**src/rtl/core_pkg.sv**
```systemverilog
// Shared core definitions: opcodes, PC sequencer state encoding and ALU flag positions.
package core_pkg;

    // Opcodes live in exe_instr[31:27]
    localparam logic [4:0] OPC_NOP = 5'd0;
    localparam logic [4:0] OPC_J   = 5'd22;
    localparam logic [4:0] OPC_BEQ = 5'd23;
    localparam logic [4:0] OPC_HLT = 5'd24;

    typedef enum logic [1:0] {
        RUN,
        FLUSH,
        HALT
    } pcseq_state_t;

    // Bit positions inside the {N,Z,C,V} flag vector
    localparam int unsigned FLAG_N = 3;
    localparam int unsigned FLAG_Z = 2;
    localparam int unsigned FLAG_C = 1;
    localparam int unsigned FLAG_V = 0;

    // A J always redirects; a BEQ redirects only when the last ALU result was zero
    function automatic logic is_branch_taken(input logic [4:0] op, input logic zero);
        return (op == OPC_J) || ((op == OPC_BEQ) && zero);
    endfunction

endpackage

```
**src/rtl/pc_sequencer.sv**
```systemverilog
// Program-counter and fetch sequencer for the 3-stage fetch/decode/execute core.
// Resolves J/BEQ/HLT from execute, squashes fetch+decode on a redirect, and
// handles halt/resume.
// Optional build macro PC_SEQUENCER_PERF_EN adds saturating taken-branch and
// flush-cycle counters (taken_cnt, flush_cyc_cnt).
module pc_sequencer
    import core_pkg::*;
#(
    parameter int unsigned ADDR_W      = 9,
    parameter int unsigned WORD_W      = 32,
    parameter int unsigned OPC_W       = 5,
    parameter int unsigned FLUSH_DEPTH = 2,
    parameter int unsigned RESET_PC    = 0
) (
    input  logic              clk,
    input  logic              rst,
    input  logic [WORD_W-1:0] exe_instr,
    input  logic [3:0]        flags,
    input  logic              stall,
    input  logic              resume,
    output logic [ADDR_W-1:0] prog_addr,
    output logic              fetch_en,
    output logic              flush,
    output logic              halted,
    output logic              redirect
`ifdef PC_SEQUENCER_PERF_EN
    ,
    output logic [15:0]       taken_cnt,
    output logic [15:0]       flush_cyc_cnt
`endif
);

    localparam int unsigned CNT_W = (FLUSH_DEPTH < 1) ? 1 : $clog2(FLUSH_DEPTH + 1);

    pcseq_state_t      state_q, state_d;
    logic [ADDR_W-1:0] pc_q, pc_d;
    logic [CNT_W-1:0]  flush_cnt_q, flush_cnt_d;
    logic              redirect_q, redirect_d;
    logic              flush_q, flush_d;

    // Execute-stage decode
    logic [OPC_W-1:0]  op;
    logic [ADDR_W-1:0] target;
    logic              br_taken;
    logic              is_hlt;

    assign op       = exe_instr[WORD_W-1 -: OPC_W];
    assign target   = exe_instr[ADDR_W-1:0];
    assign br_taken = is_branch_taken(5'(op), flags[FLAG_Z]);
    assign is_hlt   = (op == OPC_W'(OPC_HLT));

    // Instruction payload bits between opcode and target, plus N/C/V, are not used here
    logic unused_bits;
    assign unused_bits = ^{exe_instr[WORD_W-OPC_W-1:ADDR_W],
                           flags[FLAG_N], flags[FLAG_C], flags[FLAG_V]};

    // State register: FSM state, PC, flush counter and registered pulse outputs
    always_ff @(posedge clk) begin
        if (rst) begin
            state_q     <= RUN;
            pc_q        <= ADDR_W'(RESET_PC);
            flush_cnt_q <= '0;
            redirect_q  <= 1'b0;
            flush_q     <= 1'b0;
        end else begin
            state_q     <= state_d;
            pc_q        <= pc_d;
            flush_cnt_q <= flush_cnt_d;
            redirect_q  <= redirect_d;
            flush_q     <= flush_d;
        end
    end

    // Next-state: redirect beats stall, stall beats increment; PC wraps naturally
    always_comb begin
        state_d     = state_q;
        pc_d        = pc_q;
        flush_cnt_d = flush_cnt_q;
        unique case (state_q)
            RUN: begin
                if (br_taken) begin
                    pc_d        = target;
                    flush_cnt_d = CNT_W'(FLUSH_DEPTH);
                    state_d     = FLUSH;
                end else if (is_hlt) begin
                    state_d = HALT;
                end else if (!stall) begin
                    pc_d = pc_q + 1'b1;
                end
            end
            FLUSH: begin
                // exe_instr is a squashed NOP here, so it is not decoded
                if (!stall) begin
                    pc_d = pc_q + 1'b1;
                end
                if (flush_cnt_q <= CNT_W'(1)) begin
                    flush_cnt_d = '0;
                    state_d     = RUN;
                end else begin
                    flush_cnt_d = flush_cnt_q - 1'b1;
                end
            end
            HALT: begin
                if (resume) begin
                    state_d = RUN;
                end
            end
            default: begin
                state_d = RUN;
            end
        endcase
    end

    // Outputs: fetch enable is combinational, redirect/flush are registered pulses
    always_comb begin
        fetch_en   = 1'b0;
        redirect_d = 1'b0;
        flush_d    = 1'b0;
        unique case (state_q)
            RUN: begin
                if (br_taken || is_hlt) begin
                    redirect_d = 1'b1;
                    flush_d    = 1'b1;
                end else begin
                    fetch_en = !stall;
                end
            end
            FLUSH: begin
                fetch_en = !stall;
                // Keep flushing until the last squash cycle has been issued
                flush_d  = (flush_cnt_q > CNT_W'(1));
            end
            HALT: begin
                fetch_en = 1'b0;
            end
            default: begin
                fetch_en = 1'b0;
            end
        endcase
        if (rst) begin
            fetch_en = 1'b0;
        end
    end

    assign prog_addr = pc_q;
    assign redirect  = redirect_q;
    assign flush     = flush_q;
    assign halted    = (state_q == HALT);

`ifdef PC_SEQUENCER_PERF_EN
    logic [15:0] taken_cnt_q, taken_cnt_d;
    logic [15:0] flush_cyc_cnt_q, flush_cyc_cnt_d;

    // Saturating event counters
    always_comb begin
        taken_cnt_d     = taken_cnt_q;
        flush_cyc_cnt_d = flush_cyc_cnt_q;
        if ((state_q == RUN) && br_taken && (taken_cnt_q != 16'hFFFF)) begin
            taken_cnt_d = taken_cnt_q + 16'd1;
        end
        if (flush_q && (flush_cyc_cnt_q != 16'hFFFF)) begin
            flush_cyc_cnt_d = flush_cyc_cnt_q + 16'd1;
        end
    end

    // Counter registers, cleared by reset
    always_ff @(posedge clk) begin
        if (rst) begin
            taken_cnt_q     <= '0;
            flush_cyc_cnt_q <= '0;
        end else begin
            taken_cnt_q     <= taken_cnt_d;
            flush_cyc_cnt_q <= flush_cyc_cnt_d;
        end
    end

    assign taken_cnt     = taken_cnt_q;
    assign flush_cyc_cnt = flush_cyc_cnt_q;
`endif

endmodule

```
**config.mk**
```make
export PLATFORM = sky130hd
export DESIGN_NAME = pc_sequencer
export DESIGN_NICKNAME = d
export VERILOG_FILES = /design/src/rtl/core_pkg.sv /design/src/rtl/pc_sequencer.sv
export SDC_FILE = /design/constraint.sdc
export NUM_CORES = 1
export LEC_CHECK = 0
export CAP_MARGIN = 10
export CORE_MARGIN = 4
export CORE_UTILIZATION = 39
export CTS_CLUSTER_DIAMETER = 50
export DETAILED_ROUTE_END_ITERATION = 10
export PLACE_DENSITY_LB_ADDON = 0.15
export SLEW_MARGIN = 20
export SYNTH_ARGS = -nofsm -noshare
export SYNTH_HDL_FRONTEND = slang
export SYNTH_SLANG_ARGS = --single-unit
```
**constraint.sdc**
```tcl
create_clock -name clk -period 1.55 [get_ports clk]
set_input_delay 0.31 -clock clk [delete_from_list [all_inputs] [get_ports clk]]
set_output_delay 0.31 -clock clk [all_outputs]
set_load 0.005 [all_outputs]
```
Word level (Yosys, flattened, before mapping):

Index checks and enable logic that the tools add are counted.

* bits in writable memories: 0
* memories kept: 0
* logic and storage cells: 47
* bits in latches: 0
* bits of input ports: 40
* output and inout port bits: 13
* bits in read-only memories: 0
* register bits after elaboration: 15

* $mul: 0
* reductions and logical operators: 10
* bitwise gates (word level): 1
* shift operators: 0
* equal/unequal tests: 10
* magnitude comparators: 2
* add/sub/neg operators: 2
* div/mod/pow operators: 0
* muxes and demuxes: 17

Operators by type and width (count)
* $mux W9: 3
* $pmux W9 S2: 1
* $eq A5 B5 Y1 const B: 3
* $mux W2: 6
* $add A9 B1 Y9 const B: 1
* $ne A2 B2 Y1 const B: 3
* $ne A3 B3 Y1 const B: 2
* $pmux W2 S3: 1
* $pmux W1 S2: 2
* $pmux W2 S2: 1
* $reduce_and A2 Y1: 2
* $mux W1: 3
* $reduce_and A3 Y1: 1
* $eq A2 B1 Y1 const B: 1
* $eq A2 B2 Y1 const B: 1
* $gt A2 B1 Y1 const B: 1
* $le A2 B1 Y1 const B: 1
* $logic_not A2 Y1: 1
* $logic_or A1 B1 Y1: 2
* $reduce_bool A2 Y1: 1
* $reduce_or A2 Y1: 1
* $sub A2 B1 Y2 const B: 1
* $logic_and A1 B1 Y1: 1
* $logic_not A1 Y1: 1
* $not A1 Y1: 1

Depth between registers and ports, before layout:

Gate-level depths: netlist of the first run.

* depth after elaboration: 7
* gate-level depth with buffers: 6

Worst setup path before layout of the first run:

Ideal clock, no wire load.

* path type: input to output
* from: input exe_instr[28]
* to: output fetch_en
* data required time: 1240 ps
* cell stages on the path: 4
* setup slack: 146 ps
* data arrival time: 1094 ps
* buffers on the path: 0
* cells stage by stage: and3b_2 o21ba_1 o21ai_1 and4_1

* longest elaborated chain between the ends: 7
* elaborated cells on any way between the ends: 9

RTL lines
* from (decl): line pc_sequencer.sv:17 `input logic [WORD_W-1:0] exe_instr,`
* $eq A5 B5 Y1: line core_pkg.sv:24 `return (op == OPC_J) || ((op == OPC_BEQ) && zero);`
* $logic_and A1 B1 Y1: line core_pkg.sv:24
* $logic_or A1 B1 Y1: line core_pkg.sv:24
* $logic_or A1 B1 Y1 *: line pc_sequencer.sv:121 `if (br_taken || is_hlt) begin`
* $mux W1 *: line pc_sequencer.sv:121
* $pmux W1 S2 *: line pc_sequencer.sv:119 `unique case (state_q)`
* $mux W1 *: line pc_sequencer.sv:140 `if (rst) begin`
* to (decl): line pc_sequencer.sv:22 `output logic fetch_en,`

Mark *: on every way between the ends. The rest lies on a longest branch, timed or not.

Worst setup path in the final report of the first run:

Ends and elaborated chain as after synthesis.

==> results of run 1 <==
==> synthesized netlist by cell type, drive strengths merged (3+ instances only) <==
cell type / n / area [um2]
dfxtp: 15 / 300
a21oi: 10 / 65.1
inv: 10 / 37.5
mux2i: 7 / 70.1
o21ai: 7 / 35.0
nor2: 6 / 22.5
o32ai: 6 / 52.6
buf: 5 / 50.0
a31oi: 4 / 25.0
nand2: 4 / 15.0
nor3: 4 / 20.0
and4: 3 / 27.5
nand3: 3 / 27.5
nand4b: 3 / 26.3
or3: 3 / 18.8
==> power groups by stage <==
stage	clock network (mW)	logic (mW)	registers (mW)
floorplan	0	0.0767	0.420
global placement	0	0.203	0.419
detailed placement	0	0.206	0.419
CTS	0.240	0.208	0.412
global route	0.255	0.236	0.409
finish	0.236	0.220	0.407
==> worst paths after layout <==
| check | end | slack, ps | cells past startpoint |
|---|---|---|---|
| setup / recovery | fetch_en | -40 | 6 |
| hold / removal | prog_addr[8] | 500 | 2 |
| setup reg to reg | prog_addr[8] | 130 | 5 |
| hold reg to reg | prog_addr[8] | 500 | 2 |
==> layout by cell type, fill, tap and decap left out, types with 5 or more instances in the layout <==
cell	Yosys	layout
a21oi_1	8	7
buf_4	0	22
clkdlybuf4s50_1	0	21
dfxtp_1	15	5
dfxtp_2	0	6
inv_1	9	9
mux2i_1	7	7
nor2_1	6	6
o32ai_1	6	6
==> worst max-delay path: stages <==
cell     delay (ps)
buf_6            90
and3b_2         220
o21ba_4         220
o21ai_2         140
and4_1          190
buf_2           110
==> sequential cells by signal (all words and copies together) (netlist names) <==
register,cells
state_q,2
prog_addr,9
flush_cnt_q,2
flush,1
redirect,1
==> cell families (layout without fill, tap and decap cells) <==
family                   count (synthesis)  after routing  synth area share (%)
adder cells (fa/ha/maj)                  1              1                  1.24
buffers and inverters                   16             69                  9.02
multiplexers                             7              7                  6.92
AO/OA/AOI/OAI                           36             36                  25.3
flip-flops                              15             15                  29.7
AND/OR/NAND/NOR                         42             42                  27.8
==> per-stage QoR <==
step / hold WS, ps / total power, mW / util [%]
5_1_grt: 528 / 0.900 / 64.5
2_1_floorplan: 425 / 0.497 / -
4_1_cts: 501 / 0.860 / 61.8
3_5_place_dp: 487 / 0.625 / 59.6
6_report: 499 / 0.863 / 64.5
3_3_place_gp: 473 / 0.622 / 59.6
==> area by class of cell <==
class                      instances  area (um2)  area share, %
multi-input combinational         86         664           41.5
timing repair buffer              55         509           31.8
sequential                        15         323           20.2
inverter                          10        37.5           2.35
tap                               30        37.5           2.35
clock buffer                       3        22.5           1.41
clock inverter                     1        5.00          0.313
==> routing by layer <==
layer | routed length, um | part of all wire, % | vias up
li1 | - | - | 550
met2 | 1550 | 50 | 32
met4 | 47 | 1.5 | 0
met5 | 0 | 0 | -
met3 | 200 | 6.5 | 4
met1 | 1280 | 42 | 545
==> what timing repair did <==
| action | 4_1_cts | 5_1_grt |
|---|---|---|
| pin swaps | 5 | 5 |
| hold endpoints to repair | 0 | 0 |
| gates resized for setup | 35 | 17 |
| setup endpoints to repair | 17 | 16 |
| buffers inserted | 2 | 1 |
==> flow_metrics.tcl, run 1 <==
set metrics [dict create \
    grt_use_met3_pct 3.51 \
    setup_slack_ps -43.0 \
    cts_root_buf "clkbuf_4" \
    fin_area_um2 1600 \
    critical_path.startpoint_type "primary input" \
    status "complete, but fails checks" \
    cts_tree "done" \
    async_flop_share_pct 0 \
    dp_hpwl_um 2210 \
    syn_nets 158 \
    rows 18 \
    hold_path.class "flip-flop to flip-flop" \
    num_io_pins 53 \
    ys_seq_elements 15 \
    crit_type "primary input to output pin" \
    first_pass_iters 4 \
    die_x_um 58.9 \
    relSlewSlack_pct 81.8 \
    ys_warn_count 0 \
    ys_seq_area_share_pct 29.7 \
    cts_sinks 15 \
    dp_cells 193 \
    endpoint_kind "output pin" \
    core_um2 2480 \
    clock_latency_ps 290 \
    required_ps 1240 \
    antenna_found_initial 0 \
    synth-main-ff-cell "dfxtp_1" \
    instances_no_fill 200 \
    busiest_layer "met2" \
    setup_viol_count_final 1 \
    pwr-share-clk_pct 27.3 \
    netlist_instances 117 \
    pre_cts_ws_ps -853 \
    grt.met1_usage_pct 21.7 \
    wl_per_cell_um 15.4 \
    grt_pass1_vias 1093 \
    min_from "prog_addr[8]" \
    grtUsageTotal_pct 18.0 \
    placed_cell_area_um2 1480 \
    start_util_pct 40.9 \
    use_met2_pct 31.9 \
    rr_startpoint "prog_addr[1]" \
    power.density_nw_per_um2 539 \
    io_buffers 31 \
    numCtsBuffers 3 \
    grt_pass1_wl_um 4870 \
    path_max_fanout 3 \
    drive_above_1_share_pct 35.3 \
    worst_clock_skew_ps 0.727 \
    power_frac_comb_pct 25.5 \
    finalSetupTns_ps -43.0 \
    avgSynthCellArea_um2 8.65 \
    ant_nets 0 \
    area_growth_pct 58.0 \
    wirelength_um 3080 \
    post_synth_instance_area_um2 1010 \
    power.share.sequential_pct 47.2 \
    min_period_ps 1590 \
    n_antenna_cell 0 \
    rsz0062_at_grt "true" \
    drv_cap 0 \
    nFillCells 221 \
    nets 212 \
    ir_drop_v 0.000324 \
    grt_max_degree 15 \
    hold_buffers 0 \
    tightest_slew_ps 272 \
    p_leak_nw 0.662 \
    grt-ovfl-total 0 \
    period_share_pct 103 \
    yosysUniqueCellTypes 46 \
    clk_pin_slew_worst_paths_ps 100 \
    die_h_um 58.9 \
    cts-htree-levels 1 \
    synth_edf_count 0 \
    maxSlewViolCount 0 \
    violations "negative setup slack" \
    viasPerCell 5.66 \
    cp.arrival_ps 1280 \
    crit_start "exe_instr[28]" \
    gp_congestion 0.816 \
    p_sw_mw 0.240 \
    drt_iter0_markers 40 \
    dieArea_um2 3470 \
    drc 0 \
    max_freq_mhz 628 \
    hold_viol 0 \
    clk_path_buf_depth 2 \
    p_int_mw 0.623 \
    switching_share_pct 27.8 \
    dr_total_vias 1131 \
]
Power figures use the tool's default switching activity.
==> run 2: changes to the inputs <==
--- a/config.mk
+++ b/config.mk
@@ -6,7 +6,6 @@
 export NUM_CORES = 1
 export LEC_CHECK = 0
 export CAP_MARGIN = 10
-export CORE_MARGIN = 4
 export CORE_UTILIZATION = 39
 export CTS_CLUSTER_DIAMETER = 50
 export DETAILED_ROUTE_END_ITERATION = 10
==> run 2 against run 1 <==
  * The flow finishes with violations (design-rule violations)
  * Sequential power about the same
  * Maximum frequency increased by 3.6%
  * Utilization rose by 0.54 points
  * Sequential cell count is the same
  * Final cell count up 1.5%
  * Hold slack improved by 10 ps
  * Power down 0.85%
  * Largest cell class unchanged
  * Non-clock buffer count is 3 higher
  * Combinational power about the same
  * Via count is 1.7% higher
==> flow_metrics.tcl, run 2 (synthesized netlist as in run 1, its figures left out) <==
set metrics [dict create \
    status "complete, but fails checks" \
    violations "design-rule violations" \
    instances_no_fill 203 \
    cts_root_buf "clkbuf_4" \
    min_from "stall" \
    die_x_um 52.9 \
    hold_ws_ps 509 \
    viasPerCell 5.67 \
    grt_max_degree 15 \
    cts-htree-levels 1 \
    crit_path_top_delay_cell "and4_1" \
    path_max_fanout 2 \
    dp_cells 196 \
    p_leak_nw 0.674 \
    n_antenna_cell 0 \
    final_common_cell "buf_4" \
    endpoint_kind "output pin" \
    wl_per_cell_um 14.0 \
    power.density_nw_per_um2 535 \
    largest_reg_flops 9 \
    r2r_slack_ps 140 \
    worst_r2r_path_depth 6 \
    area_growth_pct 57.8 \
    critical_path.startpoint_type "primary input" \
    rsz0062_at_grt "true" \
    worstReg2RegEnd "prog_addr[6]" \
    max_freq_mhz 650 \
    placed_cell_area_um2 1490 \
    cts_sinks 15 \
    dr_total_vias 1150 \
    final_cell_mix "buf_4, clkdlybuf4s50_1, inv_1, mux2i_1, dfxtp_2" \
    hold_path.class "primary input to flip-flop" \
    period_share_pct 99.2 \
    p_sw_mw 0.229 \
    hold_viol 0 \
    crit_top_cell "buf_6" \
    die_h_um 52.9 \
    grt_pass1_vias 1015 \
    critical_path.top_delay_family "simple AND/OR/NAND/NOR gates" \
    power.share.sequential_pct 47.6 \
    worst_clock_skew_ps 6.22 \
    rr_startpoint "state_q[0]" \
    clk_path_buf_depth 2 \
    power_frac_comb_pct 25.4 \
    wirelength_um 2850 \
    critPathBufInv 3 \
    grt-ovfl-total 0 \
    clock_latency_ps 290 \
    nFillCells 233 \
    drc 1 \
    num_io_pins 53 \
    maxSlewViolCount 0 \
    core_um2 2450 \
    grt_pass1_wl_um 4530 \
    ant_nets 0 \
    io_buffers 31 \
    min_period_ps 1540 \
    hold_buffers 0 \
    numCtsBuffers 3 \
    crit_type "primary input to output pin" \
    relSlewSlack_pct 78.9 \
    hold_depth 5 \
    p_int_mw 0.626 \
    dieArea_um2 2800 \
    pwr-share-clk_pct 26.9 \
    nets 215 \
    min_to "prog_addr[2]" \
    grtUsageTotal_pct 22.3 \
    first_pass_iters 7 \
    setup_viol_count_final 0 \
    rows 18 \
    dp_hpwl_um 2120 \
    drt_iter0_markers 33 \
    switching_share_pct 26.8 \
    gp_congestion 0.841 \
    required_ps 1240 \
    critPathMaxStageDelay_ps 190 \
    fin_area_um2 1600 \
    crit_chain "buf_6 > buf_6 > nor3b_1 > o21ba_1 > o21ai_2 > and4_1 > buf_2" \
    tightest_slew_ps 317 \
    clk_pin_slew_worst_paths_ps 100 \
    cts_tree "done" \
    antenna_found_initial 0 \
    cp.arrival_ps 1230 \
    ir_drop_v 0.000421 \
    drv_cap 0 \
    start_util_pct 41.2 \
    drive_above_1_share_pct 35.8 \
]
-- run 2: how the worst max path moves through the flow --
stage             startpoint  slack [ps]  cells after the start        to
6_report       exe_instr[30]          10                      7  fetch_en
5_1_grt        exe_instr[30]         -50                      7  fetch_en
4_1_cts        exe_instr[30]         0.9                      7  fetch_en
3_5_place_dp   exe_instr[30]        -850                      6  fetch_en
3_3_place_gp   exe_instr[30]        -770                      6  fetch_en
2_1_floorplan  exe_instr[28]         150                      4  fetch_en
-- run 2: worst register-to-register path, stage by stage (launching register included) --
cell and delay [ps]:
dfxtp_1 380, buf_4 160, nand2b_2 140, nand3_4 110, buf_4 170, mux2i_1 230
o32ai_1 110
-- run 2: metrics by stage --
step                      setup WS, ps  utilization [%]  power (mW)  setup TNS [ps]
after floorplan                    146                -       0.497               0
after global placement            -775             60.6       0.625           -4210
after detailed placement          -849             60.6       0.631           -4740
after CTS                        0.915             62.9       0.862               0
after global routing             -54.7             65.1       0.903           -54.7
final                             11.7             65.1       0.855               0
-- run 2: routing by layer --
metal	wire, um	GRT usage [%]	part of all wire (%)
met1	1330	28.7	47
met2	1380	37.1	48
met3	135	2.59	4.7
met4	10	9.21	0.35
met5	0	0	0
-- run 2: final cells by class --
class | count | area, um2 | area share [%]
multi-input combinational | 86 | 671 | 42.0
timing repair buffer | 58 | 509 | 31.9
sequential | 15 | 317 | 19.8
inverter | 10 | 37.5 | 2.35
tap | 30 | 37.5 | 2.35
clock buffer | 4 | 26.3 | 1.64
-- run 2: power groups by stage --
stage / logic (mW) / clock network [mW] / registers (mW)
2_1_floorplan: 0.0767 / 0 / 0.420
3_3_place_gp: 0.209 / 0 / 0.417
3_5_place_dp: 0.214 / 0 / 0.417
4_1_cts: 0.216 / 0.237 / 0.410
5_1_grt: 0.236 / 0.258 / 0.409
6_report: 0.218 / 0.230 / 0.407
-- run 2: repair_timing --
item | 4_1_cts | 5_1_grt
endpoints found under the setup margin | 17 | 10
pin swaps | 4 | 2
buffers inserted | 3 | 0
gates resized for setup | 35 | 14
==> run 3: changes to the inputs <==
--- a/config.mk
+++ b/config.mk
@@ -6,9 +6,12 @@
 export NUM_CORES = 1
 export LEC_CHECK = 0
 export CAP_MARGIN = 10
-export CORE_UTILIZATION = 39
+export CELL_PAD_IN_SITES_DETAIL_PLACEMENT = 0
+export CELL_PAD_IN_SITES_GLOBAL_PLACEMENT = 1
+export CORE_UTILIZATION = 40
 export CTS_CLUSTER_DIAMETER = 50
 export DETAILED_ROUTE_END_ITERATION = 10
+export DONT_BUFFER_PORTS = 1
 export PLACE_DENSITY_LB_ADDON = 0.15
 export SLEW_MARGIN = 20
 export SYNTH_ARGS = -nofsm -noshare
==> run 3 against run 2 <==
  * The run now ends clean
  * Hold slack lost 430 ps
  * Sequential share of layout area grew 8.0 points
  * Utilization shrank 18 points
  * Power shrank 13%
  * Cell area shrank 32%
  * Clock skew shrank 1.7 ps
  * Clock-buffer cell count is the same
  * Clock power is essentially flat
  * Highest routed layer unchanged
==> flow_metrics.tcl, run 3 (synthesized netlist as in run 1, its figures left out) <==
set metrics [dict create \
    hold_viol 0 \
    gp_congestion 0.771 \
    rows 17 \
    setup_viol_count_final 0 \
    ir_drop_v 0.000403 \
    numCtsBuffers 3 \
    r2r_slack_ps 130 \
    rr_startpoint "prog_addr[1]" \
    final_common_cell "dfxtp_1" \
    finalSetupTns_ps 0 \
    min_to "flush_cnt_q[1]" \
    endpoint_kind "output pin" \
    grt_pass1_vias 941 \
    crit_type "primary input to output pin" \
    final_cell_mix "dfxtp_1, inv_1, a21oi_1, mux2i_1, buf_4" \
    power_frac_comb_pct 13.7 \
    cp.arrival_ps 1150 \
    required_ps 1240 \
    clock_latency_ps 280 \
    io_buffers 0 \
    p_sw_mw 0.196 \
    viasPerCell 6.21 \
    period_share_pct 94.5 \
    wirelength_um 2440 \
    min_from "rst" \
    core_um2 2300 \
    grt_max_degree 16 \
    min_period_ps 1460 \
    drv_cap 0 \
    n_antenna_cell 0 \
    worstReg2RegEnd "prog_addr[8]" \
    dieArea_um2 2740 \
    hold_path.class "primary input to flip-flop" \
    power.density_nw_per_um2 687 \
    critical_path.startpoint_type "primary input" \
    area_growth_pct 6.92 \
    die_h_um 52.3 \
    nets 164 \
    crit_start "exe_instr[28]" \
    pwr-share-clk_pct 31.1 \
    num_io_pins 53 \
    cts_sinks 15 \
    status "completed" \
    cts_tree "done" \
    p_int_mw 0.548 \
    start_util_pct 44.1 \
    grt-ovfl-total 0 \
    path_max_fanout 5 \
    rsz0062_at_grt "false" \
    hold_depth 1 \
    max_freq_mhz 683 \
    first_pass_iters 4 \
    switching_share_pct 26.3 \
    worst_clock_skew_ps 4.51 \
    cts-htree-levels 1 \
    maxSlewViolCount 0 \
    wl_per_cell_um 16.3 \
    ant_nets 0 \
    worst_r2r_path_depth 5 \
    hold_ws_ps 84.3 \
    dp_hpwl_um 1780 \
    p_leak_nw 0.410 \
    grt_pass1_wl_um 3960 \
    post_cts_buffers 0 \
    grtUsageTotal_pct 19.8 \
    hold_buffers 0 \
    drive_above_1_share_pct 18.0 \
    power.share.sequential_pct 55.2 \
    tightest_slew_ps 443 \
    drc 0 \
    clk_path_buf_depth 2 \
    dr_total_vias 932 \
    clk_pin_slew_worst_paths_ps 100 \
    die_x_um 52.3 \
    antenna_found_initial 0 \
    largest_reg_flops 9 \
    cts_root_buf "clkbuf_4" \
    relSlewSlack_pct 70.5 \
    drt_iter0_markers 27 \
]
-- run 3: metal layers --
metal,GRT usage [%],vias up,share of wire (%)
met3,6.09,4,6.3
met4,7.89,0,1.5
met5,0,-,0
met2,32.5,34,46
met1,23.7,437,47
li1,-,457,-
-- run 3: power by group through the flow --
stage	combinational [mW]	clock (mW)	sequential [mW]
2_1_floorplan	0.0767	0	0.420
3_3_place_gp	0.0987	0	0.418
3_5_place_dp	0.0997	0	0.419
4_1_cts	0.100	0.240	0.410
5_1_grt	0.114	0.257	0.412
6_report	0.102	0.231	0.410
-- run 3: worst max path at each step --
stage	to	slack, ps	cells past startpoint
global placement	fetch_en	50	4
finish	fetch_en	90	4
floorplan	fetch_en	150	4
detailed placement	fetch_en	50	4
global route	prog_addr[7]	20	5
CTS	fetch_en	30	3
-- run 3: layout make-up --
type | count | area (um2)
inverter | 10 | 37.5
sequential | 15 | 302
tap | 28 | 35.0
clock buffer | 4 | 26.3
fill | 239 | 1210
multi-input combinational | 86 | 629
timing repair buffer | 7 | 52.6
-- run 3: what timing repair did --
item	CTS	global route
gates cloned	0	0
gates resized for setup	1	2
setup endpoints to repair	1	1
pin swaps	0	0
-- run 3: per-stage QoR --
stage / utilization (%) / total power, mW / setup WS (ps) / area (um2) / cells
4_1_cts: 46.7 / 0.750 / 30.8 / 1070 / 150
3_5_place_dp: 45.5 / 0.519 / 49.9 / 1050 / 146
6_report: 47.1 / 0.743 / 85.0 / 1080 / 150
3_3_place_gp: 45.5 / 0.517 / 46.8 / 1050 / 146
5_1_grt: 47.1 / 0.782 / 17.1 / 1080 / 150
2_1_floorplan: - / 0.497 / 146 / 1010 / 117
-- run 3: critical path, stage by stage --
cell     delay, ps
and3b_2        230
o21ba_1        200
o21ai_2        170
and4_1         240
